File: config.mk
export PLATFORM = sky130hd
export DESIGN_NAME = caliptra_prim_onehot_sel_seq
export DESIGN_NICKNAME = d
export VERILOG_FILES = /design/src/rtl/caliptra_prim_onehot_sel_seq.sv
export SDC_FILE = /design/constraint.sdc
export NUM_CORES = 1
export LEC_CHECK = 0
export BUFFER_PORTS_ARGS = -buffer_cell sky130_fd_sc_hd__buf_2
export CAP_MARGIN = 20
export CORE_ASPECT_RATIO = 1.25
export CORE_MARGIN = 4
export CORE_UTILIZATION = 45
export DETAILED_ROUTE_END_ITERATION = 8
export HOLD_SLACK_MARGIN = 0.1
export PLACE_DENSITY = 0.7
export SLEW_MARGIN = 20
export SYNTH_ARGS = -nofsm -noshare
export SYNTH_HDL_FRONTEND = slang
export SYNTH_SLANG_ARGS = --single-unit
File: constraint.sdc
create_clock -name clk_i -period 1.7 [get_ports clk_i]
set_input_delay 0.085 -clock clk_i [delete_from_list [all_inputs] [get_ports clk_i]]
set_output_delay 0.085 -clock clk_i [all_outputs]
set_load 0.01 [all_outputs]
File: src/rtl/caliptra_prim_onehot_sel_seq.sv
// rtl/caliptra_prim_onehot_sel_seq.sv - registered one-hot select sequencer feeding the one-hot checker (option: CALIPTRA_ONEHOT_SEL_REDUN_EN)
module caliptra_prim_onehot_sel_seq #(
    parameter int AddrWidth   = 5,
    parameter int OneHotWidth = 2 ** AddrWidth
) (
    input  logic                   clk_i,
    input  logic                   rst_ni,
    input  logic                   req_i,
    input  logic [AddrWidth-1:0]   addr_i,
    output logic                   gnt_o,
    output logic [OneHotWidth-1:0] oh_o,
    output logic [AddrWidth-1:0]   addr_o,
    output logic                   en_o,
    input  logic                   chk_err_i,
    output logic                   done_o,
    output logic                   fatal_err_o
);

    localparam int AW1 = AddrWidth + 1;
    // Index limit is widened by one bit so the range check cannot wrap.
    localparam logic [AddrWidth:0] OhLimit = AW1'(OneHotWidth);

`ifdef CALIPTRA_ONEHOT_SEL_REDUN_EN
    // Sparse codes, pairwise Hamming distance 3 or more.
    localparam int StateWidth = 5;
    localparam logic [StateWidth-1:0] StIdle  = 5'b10100;
    localparam logic [StateWidth-1:0] StIssue = 5'b01001;
    localparam logic [StateWidth-1:0] StError = 5'b11111;
`else
    localparam int StateWidth = 2;
    localparam logic [StateWidth-1:0] StIdle  = 2'b00;
    localparam logic [StateWidth-1:0] StIssue = 2'b01;
    localparam logic [StateWidth-1:0] StError = 2'b10;
`endif

    logic [StateWidth-1:0]  state_q;
    logic [StateWidth-1:0]  state_d;
    logic                   in_range;
    logic                   issue_load;
    logic                   shadow_err;
    logic [OneHotWidth-1:0] oh_dec;

    assign in_range   = {1'b0, addr_i} < OhLimit;
    // Only an accepted, in-range, error-free request from IDLE leads to ISSUE.
    assign issue_load = (state_d == StIssue);

`ifdef CALIPTRA_ONEHOT_SEL_REDUN_EN
    logic [AddrWidth-1:0] addr_shadow_q;

    // Shadow copy of the registered index, stored inverted.
    always_ff @(posedge clk_i or negedge rst_ni) begin
        if (!rst_ni) begin
            addr_shadow_q <= '1;
        end else if (issue_load) begin
            addr_shadow_q <= ~addr_i;
        end
    end

    assign shadow_err = (addr_o != ~addr_shadow_q);
`else
    assign shadow_err = 1'b0;
`endif

    // Binary index to one-hot select decode.
    always_comb begin
        oh_dec = '0;
        for (int i = 0; i < OneHotWidth; i++) begin
            oh_dec[i] = ({1'b0, addr_i} == AW1'(i));
        end
    end

    // FSM state register.
    always_ff @(posedge clk_i or negedge rst_ni) begin
        if (!rst_ni) begin
            state_q <= StIdle;
        end else begin
            state_q <= state_d;
        end
    end

    // FSM next state; any unrecognised encoding falls into ERROR.
    always_comb begin
        state_d = state_q;
        case (state_q)
            StIdle: begin
                if (chk_err_i || shadow_err) begin
                    state_d = StError;
                end else if (req_i) begin
                    state_d = in_range ? StIssue : StError;
                end
            end
            StIssue: begin
                state_d = (chk_err_i || shadow_err) ? StError : StIdle;
            end
            StError: begin
                state_d = StError;
            end
            default: begin
                state_d = StError;
            end
        endcase
    end

    // FSM outputs; grant is masked by a checker error so ERROR wins over a request.
    always_comb begin
        gnt_o  = (state_q == StIdle) && !chk_err_i;
        done_o = (state_q == StIssue) && !chk_err_i && !shadow_err;
    end

    // Select vector, index and enable registers presented to the checker.
    always_ff @(posedge clk_i or negedge rst_ni) begin
        if (!rst_ni) begin
            oh_o   <= '0;
            en_o   <= 1'b0;
            addr_o <= '0;
        end else if (issue_load) begin
            oh_o   <= oh_dec;
            en_o   <= 1'b1;
            addr_o <= addr_i;
        end else begin
            oh_o   <= '0;
            en_o   <= 1'b0;
        end
    end

    // Sticky fatal flag, registered so it cannot glitch.
    always_ff @(posedge clk_i or negedge rst_ni) begin
        if (!rst_ni) begin
            fatal_err_o <= 1'b0;
        end else if (state_d == StError) begin
            fatal_err_o <= 1'b1;
        end
    end

endmodule

== Word-level counts from Yosys, hierarchy flattened ==
Index checks and enable logic that the tools add are counted.
W data, S select, Z words.

* Bits in registers: 41
* Bits of input ports: 9
* Output and inout bits: 41

* Equality and inequality tests: 34
* Multiplexer cells: 6
* Reductions and logical operators: 5

{| class="wikitable"
|+ Operators by type and width
! operator !! count
|-
| $eq A5 B5 Y1 const B || 16
|-
| $eq A5 B4 Y1 const B || 8
|-
| $mux W32 || 1
|-
| $eq A5 B3 Y1 const B || 4
|-
| $eq A5 B2 Y1 const B || 2
|-
| $mux W2 || 3
|-
| $eq A5 B1 Y1 const B || 1
|-
| $logic_not A5 Y1 || 1
|-
| $eq A2 B1 Y1 const B || 2
|-
| $pmux W2 S2 || 1
|-
| $eq A2 B2 Y1 const B || 1
|-
| $logic_and A1 B1 Y1 || 2
|-
| $logic_not A2 Y1 || 1
|-
| $logic_not A1 Y1 || 1
|-
| $mux W1 || 1
|}

== Logic depth before layout (Yosys ltp) ==
Gate-level depths: netlist of the first run.

* Depth after elaboration: 5
* Mapped depth: 4
* Gate-level depth less buffers: 2

== Worst setup path before layout of the first run ==
OpenSTA, ideal clock, no wires.

* Path kind: reg-to-reg
* Start point: reg state_q[1]
* End point: reg addr_o[0]
* Setup time: 0.125 ns
* Data arrival time: 1.301 ns
* Data required time: 1.575 ns
* Path slack: 0.274 ns
* Stages on the path, launching flop included: 4
* Buffers on the path: 1
* Path through: dfrtp_1 -> or4b_4 -> buf_6 -> mux2_2

* Cells in the longest elaborated chain, start to end: 4
* Elaborated cells between the ends (all ways): 6

{| class="wikitable"
|+ RTL lines
! item !! line !! RTL
|-
| start, declared || 36 || <nowiki>logic [StateWidth-1:0] state_q;</nowiki>
|-
| start signal, assigned || 75 || <nowiki>state_q <= StIdle;</nowiki>
|-
| start signal, assigned || 77 || <nowiki>state_q <= state_d;</nowiki>
|-
| $mux W2 || 88 || <nowiki>end else if (req_i) begin</nowiki>
|-
| $mux W2 || 86 || <nowiki>if (chk_err_i || shadow_err) begin</nowiki>
|-
| $pmux W2 S2 (*) || 84 || <nowiki>case (state_q)</nowiki>
|-
| $eq A2 B1 Y1 (*) || 45 || <nowiki>assign issue_load = (state_d == StIssue);</nowiki>
|-
| end signal, assigned || 119 || <nowiki>addr_o <= addr_i;</nowiki>
|-
| end, declared || 12 || <nowiki>output logic [AddrWidth-1:0] addr_o,</nowiki>
|}

Mark *: on every way between the ends. The rest lies on a longest branch, timed or not.
A chain may end at the register's enable or synchronous reset.

== Worst setup path in the final report of the first run ==
* Start point: in chk_err_i
* End point: reg oh_o[16]

* Cells in the longest elaborated chain, start to end: 4
* Elaborated cells between the ends (all ways): 5

{| class="wikitable"
|+ RTL lines
! item !! line !! RTL
|-
| start, declared || 14 || <nowiki>input logic chk_err_i,</nowiki>
|-
| $mux W2, on equally long branches || 86, 93 ||
|-
| $pmux W2 S2 (*) || 84 ||
|-
| $eq A2 B1 Y1 (*) || 45 ||
|-
| $mux W32 (*) || 116 || <nowiki>end else if (issue_load) begin</nowiki>
|-
| end signal, assigned || 117 || <nowiki>oh_o <= oh_dec;</nowiki>
|-
| end, declared || 11 || <nowiki>output logic [OneHotWidth-1:0] oh_o,</nowiki>
|}

Marks and branches as above.

==> results of run 1 <==
-- cells in the mapped netlist --
master / n
sky130_fd_sc_hd__buf_6: 2
sky130_fd_sc_hd__mux2_2: 5
sky130_fd_sc_hd__nor4_1: 16
sky130_fd_sc_hd__dfrtp_1: 41
sky130_fd_sc_hd__nor2_1: 2
sky130_fd_sc_hd__or3b_2: 1
sky130_fd_sc_hd__buf_1: 1
sky130_fd_sc_hd__or4b_4: 1
sky130_fd_sc_hd__buf_2: 2
sky130_fd_sc_hd__or2_2: 2
sky130_fd_sc_hd__nand2_1: 2
sky130_fd_sc_hd__clkbuf_1: 5
sky130_fd_sc_hd__inv_1: 3
sky130_fd_sc_hd__or3_1: 2
sky130_fd_sc_hd__nand3b_1: 2
sky130_fd_sc_hd__nand2b_1: 4
sky130_fd_sc_hd__nor3_1: 16
sky130_fd_sc_hd__nand3_1: 1
-- stage by stage --
stage	setup TNS, ps	power, mW	util (%)	area (µm²)
after floorplan	0	1.05	-	1440
after global routing	-101	1.61	59.5	1790
final	0	1.53	59.5	1790
after detailed placement	0	1.10	55.7	1670
after CTS	0	1.54	59.3	1780
after global placement	0	1.10	55.7	1670
-- flip-flops by register name (all words and copies together), names as in the netlist --
| register | cells |
|---|---|
| oh_o | 32 |
| addr_o | 5 |
| state_q | 2 |
| en_o | 1 |
| fatal_err_o | 1 |
-- worst min-delay path by stage --
stage,endpoint,slack (ps),cells past startpoint
after floorplan,addr_o[0],-210,0
after global placement,addr_o[0],210,1
after detailed placement,oh_o[6],240,1
after CTS,oh_o[4],130,2
after global routing,oh_o[7],170,2
final,oh_o[14],170,2
-- final cells by class --
class	count	area [µm²]
clock buffer	8	48.8
fill	264	1210
inverter	3	11.3
multi-input combinational	54	350
sequential	41	1030
tap	36	45.0
timing repair buffer	55	305
-- timing repair --
action,CTS,global route
setup endpoints to repair,0,6
endpoints found under the hold margin,51,0
hold buffers,6,0
resized for setup,0,1
-- routing by layer --
metal,up-vias,track usage (%),share of wire (%)
met5,-,0,0
met4,0,6.96,1.5
met3,4,4.93,7.7
met2,35,25.6,53
met1,466,18.8,38
li1,490,-,-
-- power groups by stage --
stage / clock network (mW) / registers [mW] / logic [mW]
final: 0.433 / 0.989 / 0.104
after global routing: 0.498 / 0.991 / 0.119
after CTS: 0.450 / 0.990 / 0.104
after detailed placement: 0 / 1.01 / 0.0935
after global placement: 0 / 1.01 / 0.0889
after floorplan: 0 / 1.01 / 0.0413
-- kinds of logic after synthesis --
| logic type | after synthesis | share of synthesized area, % |
|---|---|---|
| buffers and inverters | 13 | 4.62 |
| DFF | 41 | 71.4 |
| and+or+nand+nor | 49 | 20.0 |
| muxes | 5 | 3.92 |
==> metrics.yaml, run 1 <==
boundaryPins: 50
rr_worst_depth: 2
startpoint_of_the_tightest_hold_check_path: "addr_i[4]"
ys_top_cells_by_area: "sky130_fd_sc_hd__dfrtp_1, sky130_fd_sc_hd__nor4_1, sky130_fd_sc_hd__nor3_1"
syn_to_final_growth_pct: 24.4
via_count: 995
cts.path.max_buffers: 2
final_max_slew_viol_count: 0
yosysWarnings: 0
design.final.nets: 169
clkPwrFrac_pct: 28.4
postSynthCellCount: 108
cts_tree: "yes"
numPlacedInstances: 183
leakage_nw: 0.949
period_minus_slack_ps: 1690
antenna_diode_instance_count: 0
synth.net_count: 117
critical_path.startpoint_type: "primary input"
netlist-cell-type-count: 18
fp.dieArea_um2: 4170
end_kind: "flip-flop"
viasPerCell: 5.05
count_of_buffers_inserted_at_the_top_level_ports: 49
final.period_utilization_pct: 99.2
net_switching_share_of_the_total_power_pct: 22.3
internal_power_mw: 1.19
report.final.hold_viol_count: 0
synthesis.area_um2: 1440
layout-drive-gt1-share_pct: 39.8
mostFrequentLayoutCell: "sky130_fd_sc_hd__buf_2"
clock-skew-final_ps: 8.11
status: "complete, no violations"
normalized_max_slew_margin_pct: 43.5
die-width_um: 58.5
postRouteWirelength_um: 2790
insertion_delay_ps: 330
worstPathCellList: "dlygate4sd3_1 -> buf_2 -> or4b_4 -> nor4_1"
post-cts-setup-buffers: 0
critical_path.endpoint: "oh_o[16]"
worstPathRequired_ps: 1910
pwr_density_cell_nw_per_um2: 854
drc: 0
maxCapViolations: 0
grt_antenna_before_repair: 0
rsz0062_at_grt: "yes"
htreeDepth: 2
postSynthRegisterBits: 41
slowest_library_cell_on_the_worst_path: "sky130_fd_sc_hd__or4b_4"
synth.top_cell.area_share_pct: 71.4
placement_rows: 22
library_cell_used_as_clock_root_buffer: "sky130_fd_sc_hd__clkbuf_4"
worst_hold_path_type: "primary input to flip-flop"
drt-wirelength-per-cell_um: 14.2
clock_sink_count: 41
vias_in_the_first_global_route: 992
clock.fmax_mhz: 593
grt_first_pass_wirelength_um: 4860
final_cell_count_no_fill: 197
path_clk_slew_ps: 100
grt_start_max_net_pins: 42
crit_path_dat_ps: 1890
r2r_setup_slack_ps: 30
critical_path.top_delay_family: "simple AND/OR/NAND/NOR gates"
cts_buffers: 5
drt_iter0_markers: 33
grt.total_usage_pct: 15.7
detail-route-antenna-nets: 0
syn_avg_cell_area_um2: 13.3
crit_path_kind: "primary input to flip-flop"
gpl.final_weighted_congestion: 0.786
seq_power_share_pct: 64.8
worst_hold_slack_ps: 168
die_span_in_y_um: 71.2
detailedPlace.worstSlack_ps: 64.3
combinationalPowerShare_pct: 6.8
final_cell_mix: "sky130_fd_sc_hd__buf_2, sky130_fd_sc_hd__dfrtp_1, sky130_fd_sc_hd__nor3_1"
setup-violations-final: 0
firstDrtPassIters: 4
worstReg2RegStart: "state_q[0]"
globalRoute.totalOverflow: 0
cpPeakStageDelay_ps: 740
peakVddDrop_v: 0.000635
ys_seq_area_share_pct: 71.4
timing.critical_path.depth: 4
power.switching_uw: 340
synth.largest_area_cell: "sky130_fd_sc_hd__dfrtp_1"
sum_of_net_half_perimeters_after_detailed_placement_um: 2000
crit_start: "chk_err_i"
final.setup.worst_slack_ps: 14.1
regToRegEndpoint: "oh_o[16]"
cp.buffers_inverters: 2
tightest_slew_ps: 847
start_util_pct: 47.9
critical_path.max_fanout: 39
core_area_um2: 3000
(Power assumes the default switching activity.)
==> run 2: changes to the inputs <==
- BUFFER_PORTS_ARGS: -buffer_cell sky130_fd_sc_hd__buf_2 -> not set
- DONT_BUFFER_PORTS: not set -> 1
- GPL_TIMING_DRIVEN: not set -> 0
- PLACE_DENSITY: 0.7 -> 0.57
==> metrics.yaml, run 2 (synthesis gave the netlist of run 1 again) <==
syn_to_final_growth_pct: 12.4
grt.met2_usage_pct: 23.2
htreeDepth: 2
final_max_slew_viol_count: 0
period_minus_slack_ps: 1650
path_clk_slew_ps: 120
postRouteWirelength_um: 2830
status: "complete, no violations"
worstReg2RegStart: "state_q[1]"
drc: 0
die_span_in_y_um: 71.2
filler_cell_count: 277
drt_iter0_markers: 25
setup-violations-final: 0
routing_usage_on_met3_pct: 5.66
finalSetupTns_ps: 0
final_cell_mix: "sky130_fd_sc_hd__dfrtp_1, sky130_fd_sc_hd__nor3_1, sky130_fd_sc_hd__nor4_1"
largest_registers: "oh_o x32, addr_o x5, state_q x2"
sum_of_net_half_perimeters_after_detailed_placement_um: 2060
largest-register: "oh_o"
power_mw: 1.68
detail-route-antenna-nets: 0
worst_hold_path_type: "primary input to flip-flop"
cts_tree: "yes"
critical_path.max_fanout: 10
maxCapViolations: 0
vias_in_the_first_global_route: 905
regToRegEndpoint: "oh_o[9]"
placement_rows: 22
library_cell_used_as_clock_root_buffer: "sky130_fd_sc_hd__clkbuf_4"
firstDrtPassIters: 4
grt_start_max_net_pins: 42
insertion_delay_ps: 340
drt-wirelength-per-cell_um: 18.2
tightest_slew_ps: 379
report.final.hold_viol_count: 0
grt_first_pass_wirelength_um: 4660
numPlacedInstances: 144
count_of_buffers_inserted_at_the_top_level_ports: 0
worstPathRequired_ps: 1920
hold_path_depth: 2
gpl.final_weighted_congestion: 0.743
end_kind: "flip-flop"
fp.dieArea_um2: 4170
startpoint_of_the_tightest_hold_check_path: "addr_i[2]"
start_util_pct: 47.9
antenna_diode_instance_count: 0
rsz0062_at_grt: "no"
r2r_setup_slack_ps: 50
whs_endpoint: "oh_o[17]"
final.period_utilization_pct: 97.3
leakage_nw: 0.733
clock-skew-final_ps: 10.7
die-width_um: 58.5
crit_path_kind: "flip-flop to flip-flop"
grt_met1_use_pct: 19.1
viasPerCell: 5.63
critical_path.startpoint_type: "flip-flop"
peakVddDrop_v: 0.000685
pwr_density_cell_nw_per_um2: 1040
final.setup.worst_slack_ps: 46.4
core_area_um2: 3000
final_cell_count_no_fill: 156
post-route-util_pct: 53.8
via_count: 878
grt_busiest_layer: "met2"
design.final.nets: 129
layout-drive-gt1-share_pct: 17.5
largest_reg_flops: 32
mostFrequentLayoutCell: "sky130_fd_sc_hd__dfrtp_1"
cts_buffers: 5
grt_antenna_before_repair: 0
rr_worst_depth: 3
grt.total_usage_pct: 15.2
clock.fmax_mhz: 605
post-cts-setup-buffers: 0
clock_sink_count: 41
boundaryPins: 50
detailedPlace.worstSlack_ps: 61.6
globalRoute.totalOverflow: 0
cts.path.max_buffers: 2
normalized_max_slew_margin_pct: 74.7
crit_path_dat_ps: 1870
==> run 2: cell types whose count changed in the layout (fill, tap and decap cells not counted), moves of 2 or more <==
cell	change
sky130_fd_sc_hd__clkbuf_1	+2
sky130_fd_sc_hd__buf_6	+2
sky130_fd_sc_hd__dlygate4sd3_1	-2
sky130_fd_sc_hd__buf_2	-47
==> run 2: worst max path at each step <==
stage,startpoint,slack [ps],depth (start not counted),to
finish,state_q[1],50,3,oh_o[9]
detailed placement,state_q[1],60,3,oh_o[9]
CTS,state_q[1],40,3,oh_o[9]
floorplan,state_q[1],270,3,addr_o[0]
global route,state_q[1],0.6,3,oh_o[13]
global placement,state_q[1],150,3,oh_o[14]
==> run 2: final cells by class <==
class	count	area [µm²]	share of cell area (%)
clock inverter	2	35.0	2.17
sequential	41	1030	63.6
timing repair buffer	5	60.1	3.72
clock buffer	5	37.5	2.33
tap	36	45.0	2.79
inverter	3	11.3	0.698
multi-input combinational	54	344	21.3
buffer	10	55.1	3.41
==> run 2: where the power goes <==
part	switching, mW	leakage, nW	total (mW)	internal (mW)
clock	0.295	0.0410	0.595	0.300
combinational	0.0574	0.134	0.0862	0.0288
sequential	0.0118	0.558	0.997	0.985
==> run 2: per-stage QoR <==
step / hold slack [ps] / instance area [µm²]
after floorplan: -211 / 1440
after global placement: -210 / 1480
after global routing: 165 / 1610
after CTS: 145 / 1610
after detailed placement: -210 / 1480
final: 152 / 1610
==> run 2: critical path, stage by stage (launching register included) <==
cell,delay [ps]
sky130_fd_sc_hd__dfrtp_1,410
sky130_fd_sc_hd__or4b_4,560
sky130_fd_sc_hd__buf_2,190
sky130_fd_sc_hd__nor4_1,380
==> run 2: layer usage <==
metal,wire length (µm),up-vias
met5,0,-
met4,20,0
met3,266,2
met2,1430,45
met1,1110,428
li1,-,403
==> run 2: repair_timing <==
action	4_1_cts	5_1_grt
hold buffers	5	0
resized for setup	0	0
hold endpoints to repair	77	0
